### src/rtl/pong_pkg.sv
// Shared constants and state encodings for the pong game sequencing logic.
package pong_pkg;

   localparam int unsigned MAX_X    = 640;
   localparam int unsigned MAX_Y    = 480;
   localparam int unsigned REFR_ROW = MAX_Y + 1;

   localparam int unsigned PIX_W   = 10;
   localparam int unsigned STATE_W = 2;
   localparam int unsigned DIGIT_W = 4;

   localparam logic [STATE_W-1:0] ST_NEWGAME = 2'b00;
   localparam logic [STATE_W-1:0] ST_PLAY    = 2'b01;
   localparam logic [STATE_W-1:0] ST_NEWBALL = 2'b10;
   localparam logic [STATE_W-1:0] ST_OVER    = 2'b11;

   localparam logic [1:0] TXT_TITLE = 2'b00;
   localparam logic [1:0] TXT_PLAY  = 2'b01;
   localparam logic [1:0] TXT_BALL  = 2'b10;
   localparam logic [1:0] TXT_OVER  = 2'b11;

   // Overlay shown for each game state.
   function automatic logic [1:0] text_code(input logic [STATE_W-1:0] st);
      logic [1:0] code;
      code = TXT_TITLE;
      case (st)
         ST_NEWGAME: code = TXT_TITLE;
         ST_PLAY:    code = TXT_PLAY;
         ST_NEWBALL: code = TXT_BALL;
         ST_OVER:    code = TXT_OVER;
         default:    code = TXT_TITLE;
      endcase
      return code;
   endfunction

endpackage

### src/rtl/pong_bcd_counter.sv
// Two-digit BCD counter, 00..99 with wrap; synchronous clear beats increment.
module pong_bcd_counter
   import pong_pkg::*;
(
   input  logic               clk,
   input  logic               reset,
   input  logic               clr,
   input  logic               inc,
   output logic [DIGIT_W-1:0] dig1,
   output logic [DIGIT_W-1:0] dig0
);

   always_ff @(posedge clk or posedge reset) begin
      if (reset) begin
         dig1 <= '0;
         dig0 <= '0;
      end else if (clr) begin
         dig1 <= '0;
         dig0 <= '0;
      end else if (inc) begin
         if (dig0 == DIGIT_W'(9)) begin
            dig0 <= '0;
            dig1 <= (dig1 == DIGIT_W'(9)) ? '0 : dig1 + DIGIT_W'(1);
         end else begin
            dig0 <= dig0 + DIGIT_W'(1);
         end
      end
   end

endmodule

### src/rtl/pong_game_ctrl.sv
// Pong game sequencer: frame tick, title/play/next-ball/over FSM, score and lives.
module pong_game_ctrl
   import pong_pkg::*;
#(
   parameter int unsigned LIVES       = 3,
   parameter int unsigned WAIT_FRAMES = 120
) (
   input  logic               clk,
   input  logic               reset,
   input  logic [PIX_W-1:0]   pix_x,
   input  logic [PIX_W-1:0]   pix_y,
   input  logic [1:0]         btn,
   input  logic               hit,
   input  logic               miss,
   output logic               refr_tick,
   output logic               gra_still,
   output logic               ball_reload,
   output logic [DIGIT_W-1:0] dig1,
   output logic [DIGIT_W-1:0] dig0,
   output logic [1:0]         balls_left,
   output logic [1:0]         text_sel
);

   localparam int unsigned TIMER_W = $clog2(WAIT_FRAMES + 1);

   logic [STATE_W-1:0] state;
   logic [STATE_W-1:0] state_next;
   logic [TIMER_W-1:0] timer;
   logic [1:0]         btn_q;

   logic press_c;
   logic expired_c;
   logic reload_c;
   logic score_inc_c;
   logic score_clr_c;
   logic lose_ball_c;
   logic refill_c;
   logic timer_clr_c;

   assign press_c   = |(btn & ~btn_q);
   assign expired_c = (timer == TIMER_W'(WAIT_FRAMES));

   // Next-state and event decode.
   always_comb begin
      state_next  = state;
      reload_c    = 1'b0;
      score_inc_c = 1'b0;
      score_clr_c = 1'b0;
      lose_ball_c = 1'b0;
      refill_c    = 1'b0;
      case (state)
         ST_NEWGAME: begin
            if (press_c) begin
               state_next = ST_PLAY;
               reload_c   = 1'b1;
            end
         end
         ST_PLAY: begin
            if (miss) begin
               lose_ball_c = 1'b1;
               state_next  = (balls_left == 2'd1) ? ST_OVER : ST_NEWBALL;
            end else if (hit) begin
               score_inc_c = 1'b1;
            end
         end
         ST_NEWBALL: begin
            if (expired_c && press_c) begin
               state_next = ST_PLAY;
               reload_c   = 1'b1;
            end
         end
         ST_OVER: begin
            if (expired_c) begin
               state_next  = ST_NEWGAME;
               score_clr_c = 1'b1;
               refill_c    = 1'b1;
            end
         end
         default: state_next = ST_NEWGAME;
      endcase
   end

   assign timer_clr_c = (state_next != state) &&
                        ((state_next == ST_NEWBALL) || (state_next == ST_OVER));

   always_ff @(posedge clk or posedge reset) begin
      if (reset) begin
         state <= ST_NEWGAME;
      end else begin
         state <= state_next;
      end
   end

   // Frame tick, button edge history and dwell timer.
   always_ff @(posedge clk or posedge reset) begin
      if (reset) begin
         refr_tick <= 1'b0;
         btn_q     <= '0;
         timer     <= '0;
      end else begin
         refr_tick <= (pix_x == PIX_W'(0)) && (pix_y == PIX_W'(REFR_ROW));
         btn_q     <= btn;
         if (timer_clr_c) begin
            timer <= '0;
         end else if (refr_tick && !expired_c) begin
            timer <= timer + TIMER_W'(1);
         end
      end
   end

   // Outputs follow the next state so they line up with the state register.
   always_ff @(posedge clk or posedge reset) begin
      if (reset) begin
         gra_still   <= 1'b1;
         ball_reload <= 1'b0;
         text_sel    <= TXT_TITLE;
         balls_left  <= 2'(LIVES);
      end else begin
         gra_still   <= (state_next != ST_PLAY);
         ball_reload <= reload_c;
         text_sel    <= text_code(state_next);
         if (refill_c) begin
            balls_left <= 2'(LIVES);
         end else if (lose_ball_c) begin
            balls_left <= balls_left - 2'd1;
         end
      end
   end

   pong_bcd_counter u_score (
      .clk   (clk),
      .reset (reset),
      .clr   (score_clr_c),
      .inc   (score_inc_c),
      .dig1  (dig1),
      .dig0  (dig0)
   );

endmodule

### config.mk
export PLATFORM = sky130hd
export DESIGN_NAME = pong_game_ctrl
export DESIGN_NICKNAME = d
export VERILOG_FILES = /design/src/rtl/pong_pkg.sv /design/src/rtl/pong_bcd_counter.sv /design/src/rtl/pong_game_ctrl.sv
export SDC_FILE = /design/constraint.sdc
export NUM_CORES = 1
export LEC_CHECK = 0
export CELL_PAD_IN_SITES_DETAIL_PLACEMENT = 0
export CELL_PAD_IN_SITES_GLOBAL_PLACEMENT = 2
export CORE_MARGIN = 3
export CORE_UTILIZATION = 27
export DETAILED_ROUTE_END_ITERATION = 7
export PLACE_DENSITY = 0.85
export SETUP_SLACK_MARGIN = 0.5
export SLEW_MARGIN = 20
export SYNTH_ARGS = -nofsm -noshare
export SYNTH_HDL_FRONTEND = slang
export SYNTH_HIERARCHICAL = 1
export SYNTH_SLANG_ARGS = --single-unit
### constraint.sdc
create_clock -name clk -period 3.6 [get_ports clk]
set_input_delay 0.9 -clock clk [delete_from_list [all_inputs] [get_ports clk]]
set_output_delay 0.9 -clock clk [all_outputs]
set_load 0.02 [all_outputs]
# [After elaboration in Yosys (flattened, before gate mapping)]
# Cells that the tools add are included.
[classes] addsub=4 eq_ne=13 n_mux=28 n_bitwise=2 reduce_logical=15
[ops] cell="$mux W4" n=7
[ops] cell="$pmux W2 S4" n=2
[ops] cell="$mux W7" n=2
[ops] cell="$mux W2" n=6
[ops] cell="$eq A10 B9 Y1 const B" n=1
[ops] cell="$logic_not A10 Y1" n=1
[ops] cell="$mux W1" n=10
[ops] cell="$add A4 B1 Y4 const B" n=2
[ops] cell="$eq A2 B2 Y1 const B" n=4
[ops] cell="$eq A4 B4 Y1 const B" n=2
[ops] cell="$reduce_bool A2 Y1" n=4
[ops] cell="$add A7 B1 Y7 const B" n=1
[ops] cell="$eq A7 B7 Y1 const B" n=1
[ops] cell="$eq A2 B1 Y1 const B" n=3
[ops] cell="$logic_and A1 B1 Y1" n=4
[ops] cell="$logic_not A2 Y1" n=2
[ops] cell="$and A2 B2 Y2" n=1
[ops] cell="$ne A2 B1 Y1 const B" n=1
[ops] cell="$ne A2 B2 Y1" n=1
[ops] cell="$not A2 Y2" n=1
[ops] cell="$pmux W1 S2" n=1
[ops] cell="$reduce_and A2 Y1" n=1
[ops] cell="$reduce_or A2 Y1" n=1
[ops] cell="$sub A2 B1 Y2 const B" n=1
[ops] cell="2 further kinds" n=2
[totals] ff_bits=26 input_bits=26 output_inout_bits=15 word_cells=72

# [Logic depth before layout (Yosys ltp)]
# Gate-level depths: netlist (run 1).
[depth] ltp_word=10 mapped_depth=10 ltp_nobuf=9

# [Cells and area by module]
# The synthesis (run 1) kept the hierarchy.
[modules_own_cells] mod="pong_game_ctrl" instances=1 cells_per_inst=86 area_per_inst_um2=865.8 seq_area_each_um2=429.2
[modules_own_cells] mod="pong_bcd_counter" instances=1 cells_per_inst=48 area_per_inst_um2=503.0 seq_area_each_um2=200.2

# [Least setup slack after synthesis (run 1)]
# No wires, ideal clock.
[synth_path] path_type="input -> register" from="input miss" to="register u_score.dig1[0]" setup_time_ps=65 arrival_ps=1831 required_time_ps=3535 slack_ps=1705 stages=5 path_buffers=1 cell_sequence="nor4b_1 buf_4 nand4b_1 nor3b_2 mux2_2"
[synth_between] elab_chain_len=4
[synth_lines] element="from (decl)" line_no="pong_game_ctrl.sv:14" rtl="input logic miss,"
[synth_lines] element="$mux W1" line_no="pong_game_ctrl.sv:59" rtl="if (miss) begin"
[synth_lines] element="$mux W1" line_no="pong_game_ctrl.sv:51" rtl="case (state)"
[synth_lines] element="$reduce_bool A2 Y1 (no line)"
[synth_lines] element="$reduce_and A2 Y1 (no line)"
[synth_lines] element="to (signal assigned)" line_no="pong_bcd_counter.sv:23" rtl="dig1 <= (dig1 == DIGIT_W'(9)) ? '0 : dig1 + DIGIT_W'(1);"
[synth_lines] element="to (decl)" line_no="pong_bcd_counter.sv:9" rtl="output logic [DIGIT_W-1:0] dig1,"
# Every way passes these cells.
# A chain may end at the register's enable or synchronous reset.

# [Final worst setup path (run 1)]
[layout_path] from="register balls_left[0]" to="output balls_left[0]"
[layout_rtl] element="from (decl)" line_no="pong_game_ctrl.sv:20" rtl="output logic [1:0] balls_left,"
[layout_rtl] element="from (signal assigned)" line_no="pong_game_ctrl.sv:117" rtl="balls_left <= 2'(LIVES);"
[layout_rtl] element="from (signal assigned)" line_no="pong_game_ctrl.sv:123" rtl="balls_left <= 2'(LIVES);"
[layout_rtl] element="from (signal assigned)" line_no="pong_game_ctrl.sv:125" rtl="balls_left <= balls_left - 2'd1;"
# No word-level cell between the ends.

==> run summary, run 1 <==
Clk network pwr share -> 17.8%
Post-Place Cells -> 238
Die Y -> 77.20 um
Buf/Inv on CP -> 1
PostCTS Resize Cnt -> 0
Status -> finished clean
Post CTS Setup Buffer Count -> 0
Die Wd -> 77.20 um
CTS tree -> built
Min cycle time layout -> 2339 ps
Internal -> 0.0006038 W
Asr flop ratio synth -> 100.0%
Worst-margin pin slew -> 660.9 ps
# fillers -> 497
Net Count, Synth -> 167
I/O pins -> 41
Diode count -> 0
Register Area -> 629.4 sq um
Clock Latency Late Sink -> 260 ps
DP HPWL -> 2.427 mm
Post-synth EDFFs -> 0
Critical path class -> reg2out
CTS Buf Count -> 3
Drt first-iter violations -> 28
Crit-path max FO -> 3
Final Setup Violations -> 0
Final ANT Viol Nets -> 0
Lkg Pwr -> 0.7860 nW
DR vias -> 1122
Post-Synthesis Cells -> 134
Hold Fails Final Rpt -> 0
Setup_tns -> 0 ps
Slew Limit Headroom -> 55.89%
Ys flop type -> dfrtp_1
Power share of the sequential group -> 47.8%
Multi-input logic area -> 660.6 sq um
Critical path arrival -> 1440 ps
Seq cells post-synth -> 25
Rows -> 25
Layout cells sized above 1 -> 9.143%
Yosys warns -> 6
Pwr Density -> 493.3 nW/um^2
Die footprint -> 5960 sq um
Congestion Overflow GR -> 0
Part of the power in combinational logic -> 34.4%
Hold Path Depth -> 2
Final instance count without filler cells -> 242
Drt via density -> 4.636
Crit-path slowest cell -> clkdlybuf4s50_1
GP Congestion -> 0.8463
Port Buffers -> 40
Tcrit/Tclk final -> 64.98%
Core Box Area -> 4817 sq um
DRC errors left -> 0
DR WL/cell -> 12.24 um
Gr usage total -> 10.67%
Final nets -> 209
CTS Hold Bufs -> 0
Delay of the slowest cell on the worst path -> 610 ps
Sw Ratio -> 34.74%
Most common cell after layout, fill and taps aside -> clkdlybuf4s50_1
Area Overhead vs Synth -> 37.02%
Total routed wirelength -> 2.963 mm
Crit path max-delay family -> buffers and inverters
Unique cell type count in the Yosys netlist -> 46
Syn_area_per_cell -> 10.22 sq um
Worst path cell trace -> clkdlybuf4s50_1
Max Fclk -> 427.5 MHz
Nature of the critical path endpoint -> output pin
WP depth -> 1
Worst Hold Class -> reg2reg
Post-Place Worst Slack -> 1066 ps
Vias in the first global route -> 1174
Total of max-cap violations -> 0
Highest-count cells in the layout ignoring fill and taps -> clkdlybuf4s50_1, dfrtp_1, inv_1, nand2_1, o21ai_0
Clock transition at path regs -> 80 ps
Initial antenna violation count -> 0
Final Worst Setup Slack -> 1261 ps
Net Sw Power -> 0.0003214 W
Layout Skew -> 1.470 ps
RSZ-0062 raised after global routing -> false
First-pass GRT wire length -> 5.237 mm
CP required -> 2700 ps
Post-Syn Area -> 1369 sq um
Post-synthesis sequential area ratio -> 45.98%
Pin count of the biggest net entering global routing -> 18
CTS root buf -> clkbuf_8
Drt first pass iters -> 4
Clock Path Buffers -> 2
H-tree lvl count -> 1
Worst hold slack -> 548.7 ps
CP startpoint kind -> flop
Worst vdd rail ir drop -> 0.0002163 V
Clock Sinks -> 25
Cells on worst reg2reg path -> 8
Starting Density -> 28.42%
Pins Over Slew Limit -> 0
==> layout make-up <==
class	instances	share of cell area [%]
flip-flops and latches	25	33.56
well taps	67	4.470
multi-input cells	92	35.22
repair buffers	41	21.75
clock buffers	4	2.402
inverters	13	2.602
==> cells in the mapped netlist (2+ instances only) <==
master	count	area, sq um
inv_1	13	48.80
nand3b_1	4	30.03
nand2b_1	2	12.51
o21ai_0	9	45.04
xnor2_1	3	26.28
nor2_1	3	11.26
or3_1	2	12.51
nand2_1	9	33.78
buf_4	2	15.01
and4b_1	2	20.02
nor4b_1	3	26.28
dfrtp_1	22	550.5
dfstp_2	3	78.83
nor3_1	2	10.01
xor2_1	3	26.28
nor2b_1	2	12.51
nand3_1	5	25.02
ha_1	7	87.58
nor4_1	3	18.77
nand4b_1	2	17.52
a21oi_1	8	40.04
==> power by group through the flow <==
stage | clock [W] | sequential (W) | combinational (W)
3_3_place_gp | 0 | 0.000447 | 0.000313
6_report | 0.000165 | 0.000442 | 0.000319
5_1_grt | 0.000182 | 0.000456 | 0.000356
4_1_cts | 0.000173 | 0.000444 | 0.000324
3_5_place_dp | 0 | 0.000448 | 0.000323
2_1_floorplan | 0 | 0.000472 | 0.000152
==> final timing paths <==
kind | from | to | slack [ps]
max | balls_left[0] | balls_left[0] | 1260
min | balls_left[1] | balls_left[1] | 550
max reg2reg | timer[0] | u_score/dig1[3] | 1560
min reg2reg | balls_left[1] | balls_left[1] | 550
max in group asynchronous | reset | ball_reload | 2130
min in group asynchronous | reset | u_score/dig1[3] | 900
==> metrics by stage <==
stage / util, % / power [W] / area [sq um]
floorplan: - / 0.0006240 / 1369
CTS: 38.94 / 0.0009408 / 1876
detailed placement: 38.00 / 0.0007713 / 1831
finish: 38.94 / 0.0009252 / 1876
global placement: 38.00 / 0.0007595 / 1831
global route: 38.94 / 0.0009937 / 1876
==> kinds of logic after synthesis <==
logic type               count (synthesis)  share of synthesized area (%)
multiplexers                             1                         0.8226
XOR/XNOR                                 6                          3.840
flip-flops                              25                          45.98
buffers and inverters                   17                          5.758
AND/OR/NAND/NOR                         49                          23.58
adder cells (fa/ha/maj)                  7                          6.398
AO/OA/AOI/OAI                           29                          13.62
==> flip-flops by register name (all words and copies together), names as in the netlist <==
register      cells
gra_still         1
u_score/dig1      4
state             2
refr_tick         1
text_sel          1
ball_reload       1
balls_left        2
u_score/dig0      4
timer             7
btn_q             2
==> per-layer routing <==
layer	vias up	global-route usage [%]	share of wire [%]
met3	2	3.052	6.5
met4	0	2.313	0.20
li1	555	-	-
met2	38	18.57	51
met5	-	0	0
met1	527	13.02	42
No activity file was read; power rests on OpenSTA's default activity.
==> run 2, diff against run 1 <==
--- a/config.mk
+++ b/config.mk
@@ -8,9 +8,9 @@
 export CELL_PAD_IN_SITES_DETAIL_PLACEMENT = 0
 export CELL_PAD_IN_SITES_GLOBAL_PLACEMENT = 2
 export CORE_MARGIN = 3
-export CORE_UTILIZATION = 27
+export CORE_UTILIZATION = 25
 export DETAILED_ROUTE_END_ITERATION = 7
-export PLACE_DENSITY = 0.85
+export PLACE_DENSITY = 0.83
 export SETUP_SLACK_MARGIN = 0.5
 export SLEW_MARGIN = 20
 export SYNTH_ARGS = -nofsm -noshare
==> constraint.sdc (replaced) <==
create_clock -name clk -period 2 [get_ports clk]
set_input_delay 0.5 -clock clk [delete_from_list [all_inputs] [get_ports clk]]
set_output_delay 0.5 -clock clk [all_outputs]
set_load 0.02 [all_outputs]
==> run 2 against run 1 <==
  * Critical path depth rose by 7
  * Flip-flop and latch count did not move
  * Final cell count rose by 13%
  * Non-clock buffer count rose by 29
  * Hold slack got worse by 50 ps
  * Register-to-register slack got worse by 1100 ps
  * First-iteration DRC count did not move
  * Combinational power rose by 150%
  * Highest routed layer unchanged
==> run summary, run 2 (synthesized netlist as in run 1, its figures left out) <==
Status -> finished clean
Clock Sinks -> 25
Crit-path slowest cell -> dfrtp_1
Final ANT Viol Nets -> 0
Reg2reg start -> timer[0]
Pins Over Slew Limit -> 0
Die Wd -> 80.00 um
CTS tree -> built
Flop2flop setup slack -> 420 ps
Worst Hold Class -> in2async
Pin count of the biggest net entering global routing -> 18
Final Worst Setup Slack -> 419.9 ps
H-tree lvl count -> 1
Critical path arrival -> 1730 ps
Congestion Overflow GR -> 0
Fin area -> 2115 sq um
Crit-path max FO -> 7
Layout cells sized above 1 -> 38.24%
Top reg by flops -> timer
Layout Skew -> 9.671 ps
DR vias -> 1253
DR WL/cell -> 12.05 um
Area Overhead vs Synth -> 54.48%
Highest-count cells in the layout ignoring fill and taps -> buf_4, clkdlybuf4s50_1, dfrtp_1, inv_1
Drt first pass iters -> 4
Final Setup Violations -> 0
Buf/Inv on CP -> 2
Final nets -> 238
Most common cell after layout, fill and taps aside -> buf_4
Slew Limit Headroom -> 79.41%
Critical path class -> reg2reg
Final instance count without filler cells -> 274
FF-to-FF End -> u_score/dig1[3]
CTS root buf -> clkbuf_8
Clock Latency Late Sink -> 270 ps
First-pass GRT wire length -> 5.533 mm
Worst path cell trace -> inv_2 > ha_4 > nand2_4 > nor3_4 > nand3_2 > inv_4 > and4b_1 > a211o_1
Total routed wirelength -> 3.303 mm
Starting Density -> 26.30%
Clock Path Buffers -> 2
Initial antenna violation count -> 0
Tcrit/Tclk final -> 79.01%
Post-Place Worst Slack -> -53.11 ps
Diode count -> 0
Worst-margin pin slew -> 308.5 ps
Regs by FF count -> timer x7, u_score/dig0 x4, u_score/dig1 x4
CP required -> 2150 ps
Port Buffers -> 40
Lkg Pwr -> 0.9448 nW
Post-DP Area -> 1882 sq um
CTS Hold Bufs -> 0
DP HPWL -> 2.398 mm
Max Fclk -> 632.9 MHz
GP Congestion -> 0.8029
I/O pins -> 41
Crit path max-delay family -> simple AND/OR/NAND/NOR gates
Nature of the critical path endpoint -> flop
DRC errors left -> 0
RSZ-0062 raised after global routing -> true
Vias in the first global route -> 1274
Die Y -> 80.00 um
Gr usage total -> 10.75%
Post-Place Cells -> 244
Rows -> 26
Worst vdd rail ir drop -> 0.0003423 V
Drt first-iter violations -> 28
Min cycle time layout -> 1580 ps
Total of max-cap violations -> 0
Die footprint -> 6399 sq um
CTS Buf Count -> 3
Core Box Area -> 5205 sq um
Clock transition at path regs -> 90 ps
Delay of the slowest cell on the worst path -> 390 ps
Post-layout util -> 40.63%
Max reg flops -> 7
Cells on worst reg2reg path -> 8
CP startpoint kind -> flop
Pwr Density -> 880.2 nW/um^2
Drt via density -> 4.573
Hold Fails Final Rpt -> 0
[run 2: changes by cell type in the layout (fill, tap and decap cells not counted), sizes merged]
cell / change
clkdlybuf4s15: +5
buf: +35
clkbuf: +3
clkinv: +1
dlygate4sd2: +2
clkdlybuf4s50: -17
[run 2: stage by stage]
step / total power, W / TNS (ps) / hold WS [ps]
detailed placement: 0.001430 / -142.2 / 548.9
floorplan: 0.001156 / 0 / 315.7
global placement: 0.001408 / -8.511 / 534.0
CTS: 0.001831 / 0 / 510.0
finish: 0.001861 / 0 / 499.2
global route: 0.002002 / 0 / 512.8
[run 2: power breakdown]
group          internal (W)  switching [W]
Combinational      0.000402       0.000390
Clock              0.000139       0.000161
Sequential         0.000657       0.000111
Total               0.00120       0.000662
[run 2: layout make-up]
class | instances | area, sq um
fill | 531 | 3090
multi-input combinational | 92 | 705.7
sequential | 25 | 638.1
timing repair buffer | 70 | 585.6
tap | 70 | 87.58
inverter | 13 | 51.30
clock buffer | 3 | 41.29
clock inverter | 1 | 5.005
[run 2: worst max path at each step]
stage	cells past startpoint	startpoint	end	slack, ps
3_5_place_dp	6	hit	u_score/dig1[0]	-50
5_1_grt	8	timer[0]	u_score/dig1[3]	360
4_1_cts	1	balls_left[0]	balls_left[0]	310
6_report	8	timer[0]	u_score/dig1[3]	420
2_1_floorplan	9	timer[1]	u_score/dig1[3]	300
3_3_place_gp	6	hit	u_score/dig1[0]	-9
[run 2: worst reg2reg max path: stages (launching register included)]
cell and delay (ps):
dfrtp_1 390, inv_2 90, ha_4 140, nand2_4 50, nor3_4 140, nand3_2 130, inv_4 120, and4b_1 200
a211o_1 220
[run 2: routing by layer]
metal	GRT usage, %	wire (um)	vias to the layer above
li1	-	-	614
met1	12.39	1343	591
met2	19.21	1695	46
met3	3.273	259	2
met4	2.703	4	0
met5	0	0	-
[run 2: what timing repair did]
item / CTS / global route
setup endpoints to repair: 21 / 23
resized for setup: 53 / 18
pin swaps: 5 / 3
setup buffers: 13 / 13
